--- src/rtl/pckt_pkg.sv ---
// Shared types and constants for the CSI-2 2-lane packet handler.
package pckt_pkg;

    localparam int unsigned W_DATA = 16;
    localparam int unsigned W_DT   = 6;
    localparam int unsigned W_ECC  = 6;
    localparam int unsigned W_CNT  = 16;

    localparam logic [W_DT-1:0] DT_FS       = 6'h00;
    localparam logic [W_DT-1:0] DT_FE       = 6'h01;
    localparam logic [W_DT-1:0] DT_LONG_MIN = 6'h10;
    localparam logic [W_DT-1:0] DT_IMG_MIN  = 6'h18;

    typedef enum logic [1:0] {
        HUNT    = 2'd0,
        PAYLOAD = 2'd1,
        FOOTER  = 2'd2
    } state_t;

    // 24-bit header payload covered by the ECC: {WC, DI}
    typedef struct packed {
        logic [15:0] wc;
        logic [7:0]  di;
    } hdr_t;

    // Payload word count for a 2-lane link: ceil(WC/2); 0xFFFF gives 0x8000
    function automatic logic [W_CNT-1:0] payload_words(input logic [15:0] wc);
        return {1'b0, wc[15:1]} + W_CNT'(wc[0]);
    endfunction

endpackage

--- src/rtl/csi_hdr_ecc.sv ---
// CSI-2 packet header Hamming parity over the 24-bit {WC, DI} field.
module csi_hdr_ecc
    import pckt_pkg::*;
(
    input  hdr_t              i_hdr,
    output logic [W_ECC-1:0]  o_parity_c
);

    logic [23:0] w_d;

    assign w_d = i_hdr;

    // Parity rows of the CSI-2 header ECC generator
    always_comb begin
        o_parity_c[0] = w_d[0]  ^ w_d[1]  ^ w_d[2]  ^ w_d[4]  ^ w_d[5]  ^ w_d[7]  ^ w_d[10] ^
                        w_d[11] ^ w_d[13] ^ w_d[16] ^ w_d[20] ^ w_d[21] ^ w_d[22] ^ w_d[23];
        o_parity_c[1] = w_d[0]  ^ w_d[1]  ^ w_d[3]  ^ w_d[4]  ^ w_d[6]  ^ w_d[8]  ^ w_d[10] ^
                        w_d[12] ^ w_d[14] ^ w_d[17] ^ w_d[20] ^ w_d[21] ^ w_d[22] ^ w_d[23];
        o_parity_c[2] = w_d[0]  ^ w_d[2]  ^ w_d[3]  ^ w_d[5]  ^ w_d[6]  ^ w_d[9]  ^ w_d[11] ^
                        w_d[12] ^ w_d[15] ^ w_d[18] ^ w_d[20] ^ w_d[21] ^ w_d[22];
        o_parity_c[3] = w_d[1]  ^ w_d[2]  ^ w_d[3]  ^ w_d[7]  ^ w_d[8]  ^ w_d[9]  ^ w_d[13] ^
                        w_d[14] ^ w_d[15] ^ w_d[19] ^ w_d[20] ^ w_d[21] ^ w_d[23];
        o_parity_c[4] = w_d[4]  ^ w_d[5]  ^ w_d[6]  ^ w_d[7]  ^ w_d[8]  ^ w_d[9]  ^ w_d[16] ^
                        w_d[17] ^ w_d[18] ^ w_d[19] ^ w_d[20] ^ w_d[22] ^ w_d[23];
        o_parity_c[5] = w_d[10] ^ w_d[11] ^ w_d[12] ^ w_d[13] ^ w_d[14] ^ w_d[15] ^ w_d[16] ^
                        w_d[17] ^ w_d[18] ^ w_d[19] ^ w_d[21] ^ w_d[22] ^ w_d[23];
    end

endmodule

--- src/rtl/pckt_handler.sv ---
// CSI-2 2-lane packet handler: header hunt, frame tracking, payload extraction.
module pckt_handler
    import pckt_pkg::*;
(
    input  logic              clk,
    input  logic              reset,
    input  logic [W_DATA-1:0] din,
    input  logic              din_valid,
    output logic [W_DATA-1:0] dout,
    output logic              fr_active,
    output logic              fr_valid
);

    state_t              r_state;
    state_t              w_state_nxt;
    logic [W_DATA-1:0]   r_prev;
    logic [W_DATA-1:0]   w_prev_nxt;
    logic                r_prev_vld;
    logic                w_prev_vld_nxt;
    logic [W_CNT-1:0]    r_cnt;
    logic [W_CNT-1:0]    w_cnt_nxt;
    logic                r_img;
    logic                w_img_nxt;
    logic                r_fr_active;
    logic                w_fr_active_nxt;
    logic [W_DATA-1:0]   r_dout;
    logic [W_DATA-1:0]   w_dout_nxt;
    logic                r_fr_valid;
    logic                w_fr_valid_nxt;

    hdr_t                w_hdr;
    logic [7:0]          w_ecc;
    logic [W_ECC-1:0]    w_parity;
    logic                w_hdr_ok;
    logic [W_DT-1:0]     w_dt;
    logic [W_CNT-1:0]    w_n;

    // Header candidate from the two-word window {prev, din}
    assign w_hdr    = '{wc: {din[7:0], r_prev[15:8]}, di: r_prev[7:0]};
    assign w_ecc    = din[15:8];
    assign w_dt     = w_hdr.di[W_DT-1:0];
    assign w_n      = payload_words(w_hdr.wc);
    assign w_hdr_ok = r_prev_vld && (w_ecc[7:6] == 2'b00) && (w_ecc[5:0] == w_parity);

    csi_hdr_ecc u_ecc (
        .i_hdr      (w_hdr),
        .o_parity_c (w_parity)
    );

    // State register
    always_ff @(posedge clk or negedge reset) begin
        if (!reset) begin
            r_state <= HUNT;
        end else begin
            r_state <= w_state_nxt;
        end
    end

    // Next state, window, counter and output values
    always_comb begin
        w_state_nxt     = r_state;
        w_prev_nxt      = r_prev;
        w_prev_vld_nxt  = r_prev_vld;
        w_cnt_nxt       = r_cnt;
        w_img_nxt       = r_img;
        w_fr_active_nxt = r_fr_active;
        w_dout_nxt      = r_dout;
        w_fr_valid_nxt  = 1'b0;

        if (din_valid) begin
            case (r_state)
                HUNT: begin
                    if (w_hdr_ok) begin
                        w_prev_vld_nxt = 1'b0;
                        if (w_dt < DT_LONG_MIN) begin
                            if (w_dt == DT_FS) begin
                                w_fr_active_nxt = 1'b1;
                            end else if (w_dt == DT_FE) begin
                                w_fr_active_nxt = 1'b0;
                            end
                        end else begin
                            w_cnt_nxt   = w_n;
                            w_img_nxt   = (w_dt >= DT_IMG_MIN);
                            w_state_nxt = (w_n == '0) ? FOOTER : PAYLOAD;
                        end
                    end else begin
                        w_prev_nxt     = din;
                        w_prev_vld_nxt = 1'b1;
                    end
                end
                PAYLOAD: begin
                    w_cnt_nxt = r_cnt - W_CNT'(1);
                    if (r_img && r_fr_active) begin
                        w_fr_valid_nxt = 1'b1;
                        w_dout_nxt     = din;
                    end
                    if (r_cnt == W_CNT'(1)) begin
                        w_state_nxt = FOOTER;
                    end
                end
                FOOTER: begin
                    w_state_nxt    = HUNT;
                    w_prev_vld_nxt = 1'b0;
                end
                default: begin
                    w_state_nxt    = HUNT;
                    w_prev_vld_nxt = 1'b0;
                end
            endcase
        end
    end

    // Datapath and output registers
    always_ff @(posedge clk or negedge reset) begin
        if (!reset) begin
            r_prev      <= '0;
            r_prev_vld  <= 1'b0;
            r_cnt       <= '0;
            r_img       <= 1'b0;
            r_fr_active <= 1'b0;
            r_dout      <= '0;
            r_fr_valid  <= 1'b0;
        end else begin
            r_prev      <= w_prev_nxt;
            r_prev_vld  <= w_prev_vld_nxt;
            r_cnt       <= w_cnt_nxt;
            r_img       <= w_img_nxt;
            r_fr_active <= w_fr_active_nxt;
            r_dout      <= w_dout_nxt;
            r_fr_valid  <= w_fr_valid_nxt;
        end
    end

    assign dout      = r_dout;
    assign fr_active = r_fr_active;
    assign fr_valid  = r_fr_valid;

endmodule

--- config.mk ---
export PLATFORM = sky130hd
export DESIGN_NAME = pckt_handler
export DESIGN_NICKNAME = d
export VERILOG_FILES = /design/src/rtl/pckt_pkg.sv /design/src/rtl/csi_hdr_ecc.sv /design/src/rtl/pckt_handler.sv
export SDC_FILE = /design/constraint.sdc
export NUM_CORES = 1
export LEC_CHECK = 0
export CAP_MARGIN = 20
export CORE_ASPECT_RATIO = 0.9
export CORE_MARGIN = 2
export CORE_UTILIZATION = 40
export CTS_CLUSTER_SIZE = 30
export DETAILED_ROUTE_END_ITERATION = 8
export GPL_TIMING_DRIVEN = 0
export SLEW_MARGIN = 25
export SYNTH_ARGS = -nofsm -noshare
export SYNTH_HDL_FRONTEND = slang
export SYNTH_SLANG_ARGS = --single-unit
--- constraint.sdc ---
create_clock -name clk -period 3.22 [get_ports clk]
set_clock_uncertainty 0.1 [all_clocks]
set_input_delay 0.483 -clock clk [delete_from_list [all_inputs] [get_ports clk]]
set_output_delay 0.483 -clock clk [all_outputs]
set_load 0.005 [all_outputs]
### Word level (Yosys, flattened, before mapping)

Cells that the tools add are included.

| storage, ports and cells | value |
|---|---|
| register bits | 54 |
| input bits | 19 |
| output and inout bits | 18 |
| logic and storage cells | 126 |

| cells by class | value |
|---|---|
| add/sub/neg operators | 2 |
| $lt $le $gt $ge | 2 |
| equal/unequal tests | 7 |
| mux-type cells | 15 |
| bitwise gates (word level) | 76 |
| reduce and logical (&&, ||, !) cells | 16 |

Operators with widths:

| cell | count |
|---|---|
| XOR 1 bit | 73 |
| 2-to-1 mux 16 bit | 2 |
| one-hot mux 16 bit (2 select lines) | 1 |
| adder 15 x 1 -> 16 bit | 1 |
| equality test 16 x 1 -> 1 bit (second input constant) | 1 |
| logical NOT 16 bit | 1 |
| subtractor 16 x 1 -> 16 bit (second input constant) | 1 |
| AND reduction 4 bit | 3 |
| 2-to-1 mux 2 bit | 4 |
| equality test 6 x 1 -> 1 bit (second input constant) | 1 |
| equality test 6 bit | 1 |
| greater-or-equal comparator 6 x 5 -> 1 bit (second input constant) | 1 |
| logical NOT 6 bit | 1 |
| less-than comparator 6 x 5 -> 1 bit (second input constant) | 1 |
| 2-to-1 mux 1 bit | 6 |
| != test 2 bit (second input constant) | 3 |
| AND reduction 3 bit | 2 |
| AND reduction 5 bit | 1 |
| logical NOT 2 bit | 2 |
| one-hot mux 2 bit (2 select lines) | 1 |
| nonzero test 2 bit | 2 |
| logical AND 1 bit | 3 |
| NOT 1 bit | 3 |
| equality test 2 x 1 -> 1 bit (second input constant) | 1 |
| 2 further kinds | 2 |

### Longest topological paths before layout

Gate-level depths: netlist of the first run.

| depth | value |
|---|---|
| depth in word-level cells | 17 |
| depth in mapped cells | 11 |
| depth with buffers taken out | 10 |

### By module

Synthesis of the first run repeated with hierarchy kept, for this count alone.

| second synthesis, totals | value |
|---|---|
| cells, all modules | 340 |
| area total of the unflattened synthesis | 3497.1 sq um |

Modules (own cells, without submodules):

| module | times used | cells each | area an instance (sq um) | sequential area each (sq um) |
|---|---|---|---|---|
| pckt_handler | 1 | 301 | 2995.4 | 1351.3 |
| csi_hdr_ecc | 1 | 39 | 501.7 | 0.0 |

### Worst setup path after synthesis of the first run

No wires, ideal clock.

| path | value |
|---|---|
| path type | in2reg |
| start point | input port din[1] |
| end point | register r_prev[10] |
| setup time | 0.125 ns |
| data arrival time | 2.819 ns |
| data required time | 2.995 ns |
| slack | 0.176 ns |
| stages | 10 |
| path through | buf_2 -> xnor2_1 -> xnor3_1 -> xnor2_1 -> or3_1 -> and2_4 -> or3_4 -> nand2_8 -> buf_12 -> mux2_4 |

| between the ends | value |
|---|---|
| cells in the longest elaborated chain, start to end | 10 |
| elaborated cells between the ends (all ways) | 21 |
| those cells by class | eq/ne (1); bitwise (18); reduce/logical (2) |

RTL lines:

| item | line | source |
|---|---|---|
| start, declared | pckt_handler.sv:7 | `input logic [W_DATA-1:0] din,` |
| XOR 1 bit, on equally long branches | csi_hdr_ecc.sv:23, csi_hdr_ecc.sv:25 |  |
| XOR 1 bit, on equally long branches (5 in a row) | csi_hdr_ecc.sv:24, csi_hdr_ecc.sv:26 |  |
| equality test 6 bit * | pckt_handler.sv:43 | `assign w_hdr_ok = r_prev_vld && (w_ecc[7:6] == 2'b00) && (w_ecc[5:0] == w_parity);` |
| logical AND 1 bit * | pckt_handler.sv:43 |  |
| NOT 1 bit (no line) * | n/a |  |
| AND reduction 3 bit (no line) * | n/a |  |
| end signal, assigned | pckt_handler.sv:124 | `r_prev <= w_prev_nxt;` |
| end, declared | pckt_handler.sv:16 | `logic [W_DATA-1:0] r_prev;` |

Mark *: on every way between the ends. The rest lies on a longest branch, timed or not.
A chain may end at the register's enable or synchronous reset.

### Final worst setup path of the first run

| path | value |
|---|---|
| start point | register r_prev[2] |
| end point | register r_prev[10] |

| between the ends | value |
|---|---|
| cells in the longest elaborated chain, start to end | 16 |
| elaborated cells between the ends (all ways) | 40 |
| those cells by class | eq/ne (1); bitwise (37); reduce/logical (2) |

RTL lines:

| item | line |
|---|---|
| XOR 1 bit, on equally long branches (6 in a row) | csi_hdr_ecc.sv:15, csi_hdr_ecc.sv:19, csi_hdr_ecc.sv:21 |
| XOR 1 bit, on equally long branches | csi_hdr_ecc.sv:16, csi_hdr_ecc.sv:19, csi_hdr_ecc.sv:21 |
| XOR 1 bit, on equally long branches (5 in a row) | csi_hdr_ecc.sv:16, csi_hdr_ecc.sv:20, csi_hdr_ecc.sv:22 |
| equality test 6 bit * | pckt_handler.sv:43 |
| logical AND 1 bit * | pckt_handler.sv:43 |
| NOT 1 bit (no line) * | n/a |
| AND reduction 3 bit (no line) * | n/a |

Marks and branches as above.

==> results of run 1 <==
## flip-flops by register name, summed over array words and instances, names as in the netlist
register,cells
dout,16
r_cnt,16
r_prev,16
r_state,2
fr_active,1
fr_valid,1
r_img,1
r_prev_vld,1
## power breakdown
group / switching [uW] / internal (uW)
Sequential: 223 / 842
Combinational: 1160 / 1200
Clock: 269 / 238
Total: 1650 / 2280
## metal layers
metal	share of wire, %	wire length (um)	vias up	track usage (%)
met5	0	0	-	0
met1	47	4670	1525	28.5
met4	1.0	104	0	3.29
li1	-	-	1448	-
met3	5.2	520	11	3.42
met2	47	4660	110	33.6
## worst max path at each step
stage                                     start  slack, ps                endpoint
after floorplan                          din[1]        180  r_prev[10]$_DFFE_PN0P_
after global placement                   din[4]       -500   r_prev[7]$_DFFE_PN0P_
after detailed placement                 din[4]       -510  r_prev[10]$_DFFE_PN0P_
after CTS                 r_prev[2]$_DFFE_PN0P_       0.02  r_prev[13]$_DFFE_PN0P_
after global routing      r_prev[0]$_DFFE_PN0P_        -20  r_prev[13]$_DFFE_PN0P_
final                     r_prev[2]$_DFFE_PN0P_         80  r_prev[10]$_DFFE_PN0P_
## synth_stat cells, drive strengths merged (7+ instances only)
cell type | instances | area, um^2
a21oi | 11 | 55.1
a31oi | 10 | 62.6
buf | 10 | 82.6
clkbuf | 11 | 51.3
dfrtp | 54 | 1350
ha | 10 | 125
inv | 15 | 56.3
mux2 | 32 | 390
nand2 | 24 | 106
nand3 | 15 | 75.1
nor2 | 29 | 109
nor3 | 18 | 106
nor4 | 9 | 56.3
o21ai | 17 | 85.1
xnor2 | 30 | 285
xnor3 | 7 | 158
xor2 | 14 | 123
## layout by cell type (no fill, tap or decap), drive strengths merged, types with 2 or more instances in the layout
master / n
mux2: 32
nand4: 6
and2: 3
o21ai: 17
clkdlybuf4s50: 27
xnor2: 30
dfrtp: 54
or2: 2
nand3: 15
nor4: 9
a311o: 3
nand3b: 2
a211oi: 4
o22ai: 4
inv: 16
and3: 5
or3: 3
or4: 2
buf: 26
nand2b: 2
nand2: 24
xor2: 14
a31oi: 10
o211ai: 2
clkbuf: 16
a21o: 2
xnor3: 7
o311ai: 2
nor3: 18
mux2i: 2
o31ai: 2
a21oi: 11
a22oi: 2
nor2: 29
ha: 10
## through the flow
stage	hold WS, ps	setup TNS [ps]	util [%]
2_1_floorplan	87.4	0	-
3_3_place_gp	367	-30310	45.9
3_5_place_dp	297	-15530	46.1
4_1_cts	349	0	47.8
5_1_grt	334	-67.3	49.6
6_report	347	0	49.6
## area by class of cell
type                    count  share of cell area (%)
plain buffers              21                    3.00
clock buffers               5                    1.53
clock inverters             3                    1.08
inverters                  15                    1.25
multi-input cells         284                    49.8
flip-flops and latches     54                    30.0
well taps                 122                    3.39
repair buffers             45                    9.92
## timing repair
item / in CTS / in global routing
hold endpoints to repair: 20 / 0
setup buffers: 0 / 14
gates resized for setup: 5 / 9
pin swaps: 0 / 6
endpoints found under the setup margin: 26 / 29
hold buffers: 1 / 0
gates cloned: 0 / 0
## kinds of logic after synthesis
logic type               count (synthesis)  synth area share (%)
AO/OA/AOI/OAI                           67                  11.9
XOR/XNOR                                51                  15.2
adder cells (fa/ha/maj)                 10                  3.36
buffers and inverters                   36                  5.10
flip-flops                              54                  36.2
multiplexers                            34                  11.0
AND/OR/NAND/NOR                        122                  17.2
==> summary.md, run 1 <==
| Metric | Value |
|---|---|
| Nets | `455` |
| Achievable Freq | `roughly 320 MHz` |
| Worst Hold Path EP | `r_prev[7]$_DFFE_PN0P_` |
| Fin. Hold Viols | `0` |
| Largest net degree at the start of global routing | `35` |
| Grt total ovfl | `0` |
| Die Area | `roughly 10000 um^2` |
| Final WS setup | `76.9 ps` |
| Sequential element share of the synthesized area | `36.2%` |
| Normalized max-slew margin | `50.0%` |
| Num rows | `33` |
| Setup Crit Path Kind | `reg -> reg` |
| Ports | `37` |
| Synth Cell Area | `3730 um^2` |
| Post-synth EDFFs | `0` |
| CTS Root Buffer Type | `clkbuf_8` |
| Worst path bufs/invs | `2` |
| Die height | `95.6 um` |
| Cells on worst reg2reg path | `11` |
| Post-Synthesis Cells | `374` |
| Final setup fails | `0` |
| Delay of the slowest critical-path stage | `430 ps` |
| Reg2Reg Launch Point | `r_prev[2]$_DFFE_PN0P_` |
| Hold Path Class | `in -> reg` |
| Reg area | `between 1000 and 1500 um^2` |
| Synth Warn # | `0` |
| Worst EP required | `3340 ps` |
| 1st-iter DRT viols | `183` |
| Final GP Congestion | `0.870` |
| First-pass GRT wire length | `around 16000 um` |
| Worst setup SP type | `flip-flop` |
| Vias/cell | `5.64` |
| Critical path peak fanout | `9` |
| Reg-to-Reg End | `r_prev[10]$_DFFE_PN0P_` |
| Placed insts | `526` |
| Ratio of total power to cell area | `874 nW/um^2` |
| Gr usage total | `20.3%` |
| Worst Hold Launch | `din[7]` |
| # clock sinks | `54` |
| Status | `complete, no violations` |
| Vias in the first global route | `2926` |
| Avg Inst Size Synth | `~10 um^2` |
| Ys async rst share | `100%` |
| Clock latency on the worst-skew pair | `between 300 and 400 ps` |
| CTS tree | `built` |
| Maximum vdd drop | `~550 uV` |
| Overall power | `3930 uW` |
| H-tree depth | `2` |
| Area growth syn-to-layout | `20.7%` |
| Post-route insts no fill | `549` |
| Antenna Diode Count | `0` |
| Data arrival, critical path | `3270 ps` |
| Filler cell count | `861` |
| Cell family with most CP delay | `simple AND/OR/NAND/NOR gates` |
| Placed inst area | `around 4200 um^2` |
| Synth Net Count | `403` |
| PortBufs | `29` |
| DRC Markers | `0` |
| Critical path capture point type | `flip-flop` |
| Unrepaired setup endpoints after global routing | `yes` |
| R2R Setup Slk | `80 ps` |
| Yosys reg bits | `54` |
| Leakage | `0.00197 uW` |
| Routed length per instance | `18.1 um` |
| CTS Buf Count | `5` |
| Reg clk slew, reported paths | `110 ps` |
| Main synth FF type | `dfrtp_1` |
| Final Routed Wirelength | `9950 um` |
| Final period demand of the worst path | `3140 ps` |
| Synth unique cells | `60` |
| Multi-input logic area | `2240 um^2` |
| First-pass iteration count of the detailed router | `5` |
| Worst hold path depth | `2` |
| Die W | `roughly 110 um` |
| Fin. max-slew vios | `0` |
| Max-cap violations | `0` |
| Maximum root-to-sink buffer count | `2` |
| Levels on crit path | `11` |
| DP Wirelength | `7130 um` |
| Starting Density | `41.0%` |
| Core area | `9080 um^2` |
| Via total after detailed routing | `3094` |
| Fin crit share | `97.6%` |
| Antenna violations before repair | `0` |
| Slowest CP cell | `or3_1` |
| Post-DRT Antenna Nets | `0` |
| Pre-CTS WS | `-511 ps` |
| Critical-path cell list | `inv_1 > ha_1 > xnor3_1 > xor2_1 > xnor2_1 > or3_1 > and2_4 > or3_4 > nand2_8 > buf_12 > mux2_4` |
| Share of cells above drive strength 1 | `22.0%` |
| Least-Margin Pin Slew | `747 ps` |
| Post-Layout Inst Area | `4500 um^2` |
(Power assumes the default switching activity.)
==> inputs of run 2 (changes only) <==
PLACE_DENSITY = 0.66   (was unset)
==> summary.md, run 2 (synthesis gave the netlist of run 1 again) <==
| Metric | Value |
|---|---|
| Most common cell after layout, fill and taps aside | `dfrtp_1` |
| Vias in the first global route | `2906 (-0.68%)` |
| Status | `complete, no violations` |
| Maximum root-to-sink buffer count | `2 (unchanged)` |
| Reg2Reg Launch Point | `r_prev[12]$_DFFE_PN0P_` |
| Reg-to-Reg End | `r_prev[11]$_DFFE_PN0P_` |
| Antenna violations before repair | `0 (unchanged)` |
| CTS Root Buffer Type | `clkbuf_8` |
| First-pass GRT wire length | `15500 um (-2.5%)` |
| Final GP Congestion | `0.923 (+6.0%)` |
| Fin. Hold Viols | `0 (unchanged)` |
| Die W | `106 um (unchanged)` |
| Worst Hold Path EP | `r_prev[7]$_DFFE_PN0P_` |
| DRC Markers | `0 (unchanged)` |
| Data arrival, critical path | `3260 ps (about the same)` |
| Max-cap violations | `0 (unchanged)` |
| Hold_ws | `342 ps (-4.79 ps)` |
| Worst hold path depth | `2 (unchanged)` |
| First-pass iteration count of the detailed router | `5 (unchanged)` |
| PortBufs | `29 (unchanged)` |
| Delay of the slowest critical-path stage | `500 ps (+70 ps)` |
| Reg clk slew, reported paths | `110 ps (about the same)` |
| Vias/cell | `5.51 (-2.2%)` |
| Slowest CP cell | `xnor3_1` |
| Grt total ovfl | `0 (unchanged)` |
| Fin. max-slew vios | `0 (unchanged)` |
| Unrepaired setup endpoints after global routing | `no` |
| Maximum vdd drop | `634 uV (+15%)` |
| R2R Setup Slk | `120 ps (+40 ps)` |
| Normalized max-slew margin | `48.2% (-1.8 points)` |
| DP Wirelength | `6990 um (-2.0%)` |
| Share of cells above drive strength 1 | `19.2% (-2.8 points)` |
| Setup Crit Path Kind | `in -> reg` |
| Overall power | `3800 uW (-3.3%)` |
| Antenna Diode Count | `0 (unchanged)` |
| Worst path bufs/invs | `2 (unchanged)` |
| Final period demand of the worst path | `3150 ps (+2.39 ps)` |
| Fin crit share | `97.7% (about the same)` |
| Clock latency on the worst-skew pair | `320 ps (about the same)` |
| Core area | `9080 um^2 (unchanged)` |
| Largest net degree at the start of global routing | `43 (+23%)` |
| Final Routed Wirelength | `9390 um (-5.7%)` |
| Via total after detailed routing | `2966 (-4.1%)` |
| Critical path peak fanout | `10 (+1)` |
| Worst setup SP type | `input pin` |
| Die height | `95.6 um (unchanged)` |
| Cell family with most CP delay | `simple AND/OR/NAND/NOR gates` |
| Worst EP required | `3340 ps (about the same)` |
| Starting Density | `41.0% (unchanged)` |
| Area growth syn-to-layout | `17.4%` |
| Gr usage total | `19.8% (-0.47 points)` |
| Num rows | `33 (unchanged)` |
| Die Area | `10100 um^2 (unchanged)` |
| # clock sinks | `54 (unchanged)` |
| H-tree depth | `2 (unchanged)` |
| Most frequent cells in the layout | `52 x dfrtp_1, 29 x nor2_1, 26 x clkdlybuf4s50_1, 24 x xnor2_1` |
| Final setup fails | `0 (unchanged)` |
| Post-DRT Antenna Nets | `0 (unchanged)` |
| Routed length per instance | `17.4 um (-3.8%)` |
| Critical-path cell list | `dlygate4sd2_1 > xnor3_1 > xnor2_2 > xnor2_1 > or3_4 > and2_4 > or3_4 > nand2_8 > buf_12 > mux2_4` |
| CTS Buf Count | `5 (unchanged)` |
| Cells on worst reg2reg path | `10 (-1)` |
| Critical path capture point type | `flip-flop` |
| CTS tree | `built` |
| Ports | `37 (unchanged)` |
| Worst Hold Launch | `din[7]` |
| Hold Path Class | `in -> reg` |
| Least-Margin Pin Slew | `774 ps (+27.1 ps)` |
| Ratio of total power to cell area | `868 nW/um^2 (-0.64%)` |
| Achievable Freq | `318 MHz (about the same)` |
| Leakage | `0.00190 uW (-3.8%)` |
| Nets | `444 (-2.4%)` |
| Crit path top cell by count | `or3_4` |
| 1st-iter DRT viols | `175 (-4.4%)` |
-- run 2: cell types whose count changed in the layout (fill, tap and decap cells not counted), sizes merged --
cell           change
dlymetal6s2s       +1
buf               -11
bufinv             -1
clkbuf             +1
clkdlybuf4s50      -1
-- run 2: routing by layer --
layer | global-route usage, % | wire length, um | up-vias
li1 | - | - | 1429
met1 | 26.7 | 4330 | 1441
met2 | 33.4 | 4470 | 86
met3 | 3.49 | 497 | 10
met4 | 4.61 | 87 | 0
met5 | 0 | 0 | -
-- run 2: worst register-to-register path, stage by stage (launching register included) --
cell      delay (ps)
dfrtp_1          380
clkbuf_8         160
xnor2_1          260
xnor3_1          380
xnor2_1          160
or3_4            380
and2_4           170
or3_4            420
nand2_8          120
buf_12           160
mux2_4           310
-- run 2: area by class of cell --
class                      instances  area [um^2]
timing repair buffer              34          349
buffer                            21          134
sequential                        54         1350
multi-input combinational        284         2230
tap                              122          153
clock inverter                     2         16.3
inverter                          15         56.3
fill                             866         4700
clock buffer                       6         82.6
-- run 2: per-stage QoR --
step | cell area [um^2] | setup WS, ps | instances | util, % | TNS, ps
floorplan | 3730 | 176 | 374 | - | 0
detailed placement | 4200 | -535 | 526 | 46.2 | -15070
CTS | 4330 | 25.4 | 537 | 47.7 | 0
global route | 4380 | 6.65 | 538 | 48.2 | 0
finish | 4380 | 74.5 | 538 | 48.2 | 0
global placement | 4170 | -520 | 525 | 45.9 | -27040
-- run 2: what timing repair did --
action | in CTS | in global routing
setup endpoints to repair | 26 | 26
hold endpoints to repair | 12 | 0
buffers inserted | 2 | 1
gates resized for setup | 3 | 9
hold buffers | 1 | 0
pin swaps | 0 | 3
-- run 2: how the worst max path moves through the flow --
| stage | slack, ps | startpoint | to | cells past startpoint |
|---|---|---|---|---|
| 2_1_floorplan | 180 | din[1] | r_prev[10]$_DFFE_PN0P_ | 10 |
| 3_3_place_gp | -520 | din[4] | r_prev[7]$_DFFE_PN0P_ | 10 |
| 3_5_place_dp | -540 | din[4] | r_prev[11]$_DFFE_PN0P_ | 10 |
| 4_1_cts | 30 | r_prev[5]$_DFFE_PN0P_ | r_prev[11]$_DFFE_PN0P_ | 11 |
| 5_1_grt | 7 | r_prev[12]$_DFFE_PN0P_ | r_prev[11]$_DFFE_PN0P_ | 10 |
| 6_report | 70 | din[4] | r_prev[11]$_DFFE_PN0P_ | 10 |
-- run 2: report_power, final --
part,internal [uW],total (uW),switching (uW)
Sequential,845,1060,219
Clock,178,430,252
Combinational,1190,2310,1120
Total,2210,3800,1590
==> inputs of run 3 (changes only) <==
CORE_UTILIZATION = 48   (was 40)
PLACE_DENSITY = 0.76   (was 0.66)
==> summary.md, run 3 (synthesis gave the netlist of run 1 again) <==
| Metric | Value |
|---|---|
| Crit path top cell by count | `xnor2_1` |
| R2R Setup Slk | `100 ps (-20 ps)` |
| Max-cap violations | `0 (unchanged)` |
| Slowest CP cell | `dfrtp_2` |
| Unrepaired setup endpoints after global routing | `no` |
| Post-DRT Antenna Nets | `0 (unchanged)` |
| Critical-path cell list | `inv_1 > ha_1 > xnor2_1 > xnor2_2 > xnor2_1 > or3_1 > and2_4 > or3_4 > nand2_8 > buf_12 > mux2_4` |
| Metal2 WL | `4450 um (-0.56%)` |
| Switching share of power | `42.4% (+0.62 points)` |
| Routed length per instance | `18.3 um (+4.9%)` |
| Post-Layout Inst Area | `4340 um^2 (-0.97%)` |
| Via total after detailed routing | `3094 (+4.3%)` |
| Worst EP required | `3330 ps (about the same)` |
| Maximum root-to-sink buffer count | `2 (unchanged)` |
| PortBufs | `29 (unchanged)` |
| Die W | `96.9 um (-8.4%)` |
| Worst hold path depth | `2 (unchanged)` |
| Final setup fails | `0 (unchanged)` |
| Worst path bufs/invs | `2 (unchanged)` |
| Psw | `1620 uW (+2.1%)` |
| Status | `complete, no violations` |
| Maximum vdd drop | `683 uV (+7.8%)` |
| Reg clk slew, reported paths | `100 ps (about the same)` |
| Nets | `447 (+0.68%)` |
| First-pass GRT wire length | `15200 um (-1.9%)` |
| Data arrival, critical path | `3230 ps (-30 ps)` |
| Ratio of total power to cell area | `882 nW/um^2 (+1.6%)` |
| Worst Hold Path EP | `r_prev[7]$_DFFE_PN0P_` |
| H-tree depth | `2 (unchanged)` |
| DRC Markers | `0 (unchanged)` |
| Register share of total power | `28.0% (about the same)` |
| Largest net degree at the start of global routing | `30 (-30%)` |
| Vias in the first global route | `2963 (+2.0%)` |
| Leakage | `0.00190 uW (about the same)` |
| First-pass iteration count of the detailed router | `5 (unchanged)` |
| Filler cell count | `672 (-22%)` |
| Area growth syn-to-layout | `16.3%` |
| Antenna Diode Count | `0 (unchanged)` |
| Combinational Power Share | `61.7% (+1.0 points)` |
| Clock latency on the worst-skew pair | `320 ps (about the same)` |
| Final period demand of the worst path | `3120 ps (-26.1 ps)` |
| CTS Root Buffer Type | `clkbuf_8` |
| Starting Density | `49.4% (+8.4 points)` |
| Gr usage total | `22.5% (+2.8 points)` |
| Antenna violations before repair | `0 (unchanged)` |
| Placed inst area | `4160 um^2 (-0.95%)` |
| Clock group share of total power | `10.3% (-1.0 points)` |
| Wl on met1 | `4110 um (-5.0%)` |
| Pre-CTS WS | `-526 ps (+8.97 ps)` |
| CTS Buf Count | `5 (unchanged)` |
| Hold Path Class | `in -> reg` |
| Grt total ovfl | `0 (unchanged)` |
| Fin. Hold Viols | `0 (unchanged)` |
| Fin crit share | `96.9% (-0.81 points)` |
| Achievable Freq | `321 MHz (+0.84%)` |
| Reg-to-Reg End | `r_prev[8]$_DFFE_PN0P_` |
| DP Wirelength | `6710 um (-4.0%)` |
| Ports | `37 (unchanged)` |
| Final WS setup | `101 ps (+26.1 ps)` |
| Setup Crit Path Kind | `reg -> reg` |
| CTS tree | `built` |
| Levels on crit path | `11 (+1)` |
| Final core occ | `57.5% (+9.3 points)` |
| Die height | `87.6 um (-8.4%)` |
| Reg2Reg Launch Point | `r_prev[0]$_DFFE_PN0P_` |
| Worst Hold Launch | `din[7]` |
| Cell family with most CP delay | `simple AND/OR/NAND/NOR gates` |
| Cells on worst reg2reg path | `11 (+1)` |
| Normalized max-slew margin | `45.9% (-2.3 points)` |
| 1st-iter DRT viols | `203 (+16%)` |
| Critical path capture point type | `flip-flop` |
| Fin. max-slew vios | `0 (unchanged)` |
| Die Area | `8490 um^2 (-16%)` |
| Internal | `2200 uW (-0.48%)` |
| Share of cells above drive strength 1 | `19.6% (+0.39 points)` |
| Delay of the slowest critical-path stage | `420 ps (-80 ps)` |
| Worst setup SP type | `flip-flop` |
| Highest routed layer | `met4` |
| Critical path peak fanout | `10 (unchanged)` |
| Most frequent cells in the layout | `53 x dfrtp_1, 29 x nor2_1, 27 x clkdlybuf4s50_1, 24 x xnor2_1, 23 x mux2_2` |
| Vias/cell | `6.02 (+9.2%)` |
| Core area | `7540 um^2 (-17%)` |
| Final GP Congestion | `0.931 (+0.90%)` |
| Met3 Wirelength | `668 um (+34%)` |
| Least-Margin Pin Slew | `808 ps (+34.1 ps)` |
| Final Routed Wirelength | `9400 um (+0.18%)` |
| Num rows | `30 (-9.1%)` |
| Most common cell after layout, fill and taps aside | `dfrtp_1` |
| # clock sinks | `54 (unchanged)` |
## run 3: stage by stage
stage	cells	TNS [ps]	hold WS, ps	total power, uW
global route	514	0	357	4060
global placement	499	-23980	365	3160
detailed placement	500	-14010	320	3220
floorplan	374	0	87.4	2800
finish	514	0	354	3820
CTS	508	0	351	3690
## run 3: per-layer routing
metal / vias up / global-route usage, %
met4: 0 / 8.07
met3: 25 / 3.19
li1: 1430 / -
met5: - / 0
met2: 147 / 38.1
met1: 1492 / 30.2
## run 3: repair_timing
item                       CTS  global route
pin swaps                    0             4
hold endpoints to repair    25             0
setup endpoints to repair   24            26
setup buffers                0             6
gates resized for setup      4             6
hold buffers                 1             0
## run 3: power by group through the flow
stage                     Combinational, uW  Sequential (uW)  Clock [uW]
final                                  2360             1070         392
after global routing                   2550             1100         424
after CTS                              2230             1060         403
after floorplan                        1790             1000           0
after detailed placement               2150             1070           0
after global placement                 2100             1060           0
## run 3: how the worst max path moves through the flow
stage / start / to / slack [ps]
2_1_floorplan: din[1] / r_prev[10]$_DFFE_PN0P_ / 180
3_3_place_gp: din[4] / r_prev[14]$_DFFE_PN0P_ / -500
3_5_place_dp: din[4] / r_prev[11]$_DFFE_PN0P_ / -530
4_1_cts: r_prev[4]$_DFFE_PN0P_ / r_prev[11]$_DFFE_PN0P_ / 5
5_1_grt: r_prev[4]$_DFFE_PN0P_ / r_prev[10]$_DFFE_PN0P_ / 7
6_report: r_prev[0]$_DFFE_PN0P_ / r_prev[8]$_DFFE_PN0P_ / 100
## run 3: layout make-up
| class | count | area (um^2) | area share (%) |
|---|---|---|---|
| clock buffer | 5 | 68.8 | 1.59 |
| sequential | 54 | 1350 | 31.2 |
| buffer | 21 | 134 | 3.09 |
| inverter | 15 | 56.3 | 1.30 |
| clock inverter | 2 | 13.8 | 0.317 |
| tap | 96 | 120 | 2.77 |
| timing repair buffer | 37 | 362 | 8.34 |
| multi-input combinational | 284 | 2230 | 51.4 |
